--- src/rtl/yutorina_rst_seq.sv ---
// Staged reset sequencer: releases the bus, then the CPU, after chip reset.
// Also runs a CPU-only soft reset on a rising edge of soft_rst_req.
module yutorina_rst_seq #(
  parameter int HOLD_CYCLES = 16,
  parameter int STAGE_GAP   = 4,
  parameter int SOFT_PULSE  = 8
) (
  input  logic       clk,
  input  logic       chip_rst,
  input  logic       soft_rst_req,
  output logic       soft_rst_ack,
  output logic       bus_rst,
  output logic       cpu_rst,
  output logic       sys_ready,
  output logic [2:0] seq_state
);

  typedef enum logic [2:0] {
    ST_RST    = 3'd0,
    ST_HOLD   = 3'd1,
    ST_BUS_UP = 3'd2,
    ST_RUN    = 3'd3,
    ST_SOFT   = 3'd4
  } state_t;

  localparam logic [7:0] HOLD_LAST = 8'(HOLD_CYCLES - 1);
  localparam logic [7:0] GAP_LAST  = 8'(STAGE_GAP - 1);
  localparam logic [7:0] SOFT_LAST = 8'(SOFT_PULSE - 1);

  state_t     state;
  state_t     state_nxt;
  logic [7:0] cnt;
  logic       req_q;
  logic       ack_nxt;
  logic       bus_nxt;
  logic       cpu_nxt;
  logic       rdy_nxt;

  always_comb begin
    state_nxt = state;
    ack_nxt   = 1'b0;
    if (chip_rst) begin
      state_nxt = ST_RST;
    end else begin
      case (state)
        ST_RST:    state_nxt = ST_HOLD;
        ST_HOLD:
          if (cnt == HOLD_LAST) state_nxt = ST_BUS_UP;
        ST_BUS_UP:
          if (cnt == GAP_LAST) state_nxt = ST_RUN;
        ST_RUN:
          if (soft_rst_req && !req_q) state_nxt = ST_SOFT;
        ST_SOFT:
          if (cnt == SOFT_LAST) begin
            state_nxt = ST_BUS_UP;
            ack_nxt   = 1'b1;
          end
        // unused codes behave as RST
        default:   state_nxt = ST_HOLD;
      endcase
    end
    bus_nxt = (state_nxt == ST_RST) || (state_nxt == ST_HOLD);
    cpu_nxt = (state_nxt != ST_RUN);
    rdy_nxt = (state_nxt == ST_RUN);
  end

  always_ff @(posedge clk) begin
    if (chip_rst) begin
      state        <= ST_RST;
      cnt          <= 8'd0;
      req_q        <= 1'b0;
      bus_rst      <= 1'b1;
      cpu_rst      <= 1'b1;
      sys_ready    <= 1'b0;
      soft_rst_ack <= 1'b0;
    end else begin
      state        <= state_nxt;
      cnt          <= (state_nxt != state) ? 8'd0 : cnt + 8'd1;
      req_q        <= soft_rst_req;
      bus_rst      <= bus_nxt;
      cpu_rst      <= cpu_nxt;
      sys_ready    <= rdy_nxt;
      soft_rst_ack <= ack_nxt;
    end
  end

  assign seq_state = state;

endmodule

--- config.mk ---
export PLATFORM = sky130hd
export DESIGN_NAME = yutorina_rst_seq
export DESIGN_NICKNAME = d
export VERILOG_FILES = /design/src/rtl/yutorina_rst_seq.sv
export SDC_FILE = /design/constraint.sdc
export NUM_CORES = 1
export LEC_CHECK = 0
export CORE_UTILIZATION = 40
export CTS_CLUSTER_SIZE = 40
export DETAILED_ROUTE_END_ITERATION = 8
export GPL_TIMING_DRIVEN = 0
export PLACE_DENSITY = 0.65
export SKIP_CTS_REPAIR_TIMING = 1
export SLEW_MARGIN = 15
export SYNTH_ARGS = -nofsm -noshare
export SYNTH_HDL_FRONTEND = slang
export SYNTH_SLANG_ARGS = --single-unit
--- constraint.sdc ---
create_clock -name clk -period 1.9 [get_ports clk]
set_input_delay 0.285 -clock clk [delete_from_list [all_inputs] [get_ports clk]]
set_output_delay 0.285 -clock clk [all_outputs]
set_load 0.02 [all_outputs]
Yosys cells after proc, flatten, opt, wreduce, memory -nomap -nowiden --
Cells that the tools add are included.
Word-level totals: bits in registers 16, output and inout bits 7
Operators by class: equality and inequality tests 11, multiplexer cells 7, bitwise gates (word level) 1, reduce and logical (&&, ||, !) cells 6, $add $sub $neg 1
Operators with widths (count):
- two-way mux 3 bit | 5
- one-hot mux 3 bit (4 select lines) | 1
- equality test 3 x 2 -> 1 bit, second input constant | 3
- adder 8 x 1 -> 8 bit, second input constant | 1
- equality test 8 x 2 -> 1 bit, second input constant | 1
- equality test 8 x 3 -> 1 bit, second input constant | 1
- equality test 8 x 4 -> 1 bit, second input constant | 1
- equality test 3 x 1 -> 1 bit, second input constant | 2
- OR reduction 2 bit | 2
- equality test 3 bit, second input constant | 1
- logical NOT 3 bit | 1
- inequality test 3 x 2 -> 1 bit, second input constant | 1
- inequality test 3 bit | 1
- logical AND 1 bit | 1
- logical NOT 1 bit | 1
- logical OR 1 bit | 1
- two-way mux 1 bit | 1
- NOT 1 bit | 1

Logic depth before layout (Yosys ltp) --
word-level depth 7, gate-level depth with buffers 6

Worst setup path after synthesis --
Ideal clock, no wire load.
path type reg2reg, from register cnt[0], to register cnt[2], data required time 1.769 ns, arrival time 1.368 ns, slack 0.401 ns, cell stages (with the launch flop) 7, period minus slack after synthesis 1.499 ns, path buffers 1, setup time 0.131 ns, cell sequence dfxtp_1 -> ha_1 -> and3_1 -> clkbuf_1 -> nand3_2 -> a21oi_2 -> nor3_1
On the way: longest elaborated chain between the ends 6, elaborated cells on any way between the ends 11, those cells by class 1 x add/sub; 4 x eq/ne; 5 x mux; 1 x reduce/logical
Ends and longest elaborated chain:
- start: declaration | line 32 | logic [7:0] cnt;
- start signal: assignment | line 78 | cnt <= (state_nxt != state) ? 8'd0 : cnt + 8'd1;
- equality test 8 x 3 -> 1 bit (tied with other cells) | line 54 | if (cnt == SOFT_LAST) begin
- two-way mux 3 bit (on tied branches) | line 54, 48, 50
- one-hot mux 3 bit (4 select lines) | line 45 | case (state)
- two-way mux 3 bit | line 42 | if (chip_rst) begin
- inequality test 3 bit | line 78
- OR reduction 2 bit (no line)
Several ways; a longest one is shown, not always the timed one. A chain may end at the register's enable or synchronous reset.

Worst setup path after layout --
from register state[1], in the netlist seq_state[1], to output port seq_state[1]
RTL lines:
- start: declaration | line 30 | state_t state;
- start signal: assignment | line 77 | state <= state_nxt;
- end: declaration | line 15 | output logic [2:0] seq_state
No word-level cell between the ends.

==> flow_summary_export.csv <==
group,metric,value,unit
finish,post_route_cells_drive_above_1_share,14.0,%
logic_synthesis,yosysUniqueCellTypes,32,
grt,grt_pass1_vias,518,
timing,final.setup.tns,0,ns
grt,track_usage,14.9,%
clocking,root_buffer,"clkbuf_4",
run_status,outcome,"complete, no violations",
drt,drtAntennaViolNets,0,
timing,fin_crit_sh,90.9,%
logic_synthesis,ys_seq_area_share,42.7,%
finish,utilization,51.8,%
setup_path,critPathSlowestCell,"clkdlybuf4s50_1",
logic_synthesis,synth_ff_type,"dfxtp_1",
finish,finalInstanceArea,905,um^2
clocking,cts_tree,"yes",
power,finalPower,597,uW
timing,drv_slew,0,
setup_path,end_kind,"output port",
grt,grt_max_degree,11,
timing,setup_violations,0,
floorplanning,rows,15,
timing,postLayoutSetupSlackWorst,0.174,ns
timing,skew,0.00343,ns
placed_design,routabilityCongestion,0.714,
clocking,htree_levels,1,
placed_design,pre_cts_ws,0.0488,ns
clocking,insertion_delay,0.28,ns
power,p_per_area,660,nW/um^2
timing,hold_violations,0,
timing,clock.fmax,579,MHz
logic_synthesis,synth.avg_cell_area,9.25,um^2
timing,maxSlewHeadroom,68.3,%
drt,first_iter_violations,14,
job,max-cap-violations,0,
setup_path,cp-start-kind,"register",
finish,fillers,174,
drt,avgViaCountPerCell,5.18,
drt,post_drt_wl_per_cell,10.8,um
logic_synthesis,synth_commonest_cells,"dfxtp_1, nor2_1, nor3_1",
logic_synthesis,synth_most_common_cell,"dfxtp_1",
setup_path,cp_max_fo,9,
clocking,clkTransAtPathRegs,0.09,ns
placed_design,port_buffers,8,
timing,min_period,1.73,ns
worst_hold_path,min_path_type,"input port to register",
logic_synthesis,yosys.area.top_type,"dfxtp_1",
clocking,ctsLongestPathBuffers,2,
floorplanning,coreArea,1750,um^2
setup_path,critPathKind,"register to output port",
finish,antenna_cells,0,
power,p_leak,0.000325,uW
logic_synthesis,syn-num-nets,86,
logic_synthesis,synth_edf_count,0,
setup_path,path_delay_family,"buffers and inverters",
setup_path,path_cells,"clkdlybuf4s50_1",
timing,tightest_slew,0.475,ns
drt,drc,0,
grt,antenna_found_initial,0,
logic_synthesis,ys_async_sr_fraction,0,%
placed_design,dp_hpwl,950,um
logic_synthesis,yosysWarningCount,0,
floorplanning,ios,10,
drt,wirelength,1270,um
clocking,cts.sinks,16,
floorplanning,die_h,45.3,um
setup_path,critical_path_required,1.62,ns
grt,grt_pass1_wl,2210,um
floorplanning,initial_core_util,42.9,%
setup_path,cp.buffers_inverters,1,
setup_path,cp.arrival,1.44,ns
logic_synthesis,synth_area_leaders,"dfxtp_1, nor2_1, nor3_1, xnor2_1, ha_1",
power,max-vdd-ir-drop,0.000541,V
logic_synthesis,yosysTopAreaCellShare,42.7,%
floorplanning,dieArea,2050,um^2
finish,nets,99,
logic_synthesis,synth_cells,81,
clocking,cts_made_buffers,3,
timing,rsz0062_at_grt,"false",
grt,overflow,0,
floorplanning,die_w,45.3,um
logic_synthesis,synth_seq_cells,16,
logic_synthesis,syn-cell-area,749,um^2
drt,via_count,611,
drt,drt-pass1-iter-count,4,
finish,syn_to_final_growth,20.7,%
setup_path,max_stage_delay,0.66,ns
placed_design,dpl_cell_area,861,um^2
final timing paths:
check                             startpoint            to  slack (ns)  depth (start not counted)
worst max-delay path            seq_state[1]  seq_state[1]        0.17                          1
worst min-delay path                chip_rst  seq_state[1]        0.34                          2
worst max register to register        cnt[0]        cnt[3]        0.23                          6
worst min register to register        cnt[0]        cnt[0]        0.52                          1
cell usage in the layout, fill, tap and decap left out, drive strengths merged, types with 3 or more instances in the layout:
cell type	synthesis	layout
a21oi	3	3
clkbuf	2	6
clkdlybuf4s50	0	8
dfxtp	16	16
nand3	6	6
nand4	3	3
nor2	11	11
nor3	8	8
xnor2	4	4
routing by layer:
layer,vias up,track usage (%),share of wire (%)
li1,312,-,-
met1,286,19.5,49
met2,11,22.9,47
met3,2,6.00,3.1
met4,0,3.64,0.79
met5,-,0,0
power breakdown:
group | total, uW | internal (uW) | switching, uW | leakage (uW)
sequential | 345 | 341 | 4.50 | 0.000130
clock | 215 | 117 | 98.8 | 0.0000210
combinational | 36.2 | 14.6 | 21.6 | 0.000174
total | 597 | 472 | 125 | 0.000325
kinds of logic (layout without fill, tap and decap cells):
logic type | after synthesis | after routing | synth area share (%)
AOI/OAI and AO/OA | 12 | 12 | 12.2
xor gates and xnor gates | 6 | 6 | 7.01
adders and majority gates | 2 | 2 | 3.34
buffers and inverters | 5 | 17 | 2.67
DFF | 16 | 16 | 42.7
and+or+nand+nor | 40 | 40 | 32.1
stage by stage:
step                      std cells  hold slack (ns)
after floorplan                  81            0.413
after global placement          114            0.509
after detailed placement        114            0.513
after CTS                       118            0.333
after global routing            118            0.341
final                           118            0.343
layout make-up:
cell class | count | area (um^2) | share of cell area [%]
sequential | 16 | 320 | 35.4
inverter | 2 | 7.51 | 0.830
multi-input combinational | 60 | 417 | 46.1
tap | 25 | 31.3 | 3.46
clock buffer | 4 | 36.3 | 4.01
timing repair buffer | 8 | 80.1 | 8.85
buffer | 3 | 12.5 | 1.38
state kept, by name (all words and copies together) (netlist names):
name          cells
cnt               8
seq_state         3
bus_rst           1
cpu_rst           1
req_q             1
soft_rst_ack      1
sys_ready         1
Power figures use the tool's default switching activity.
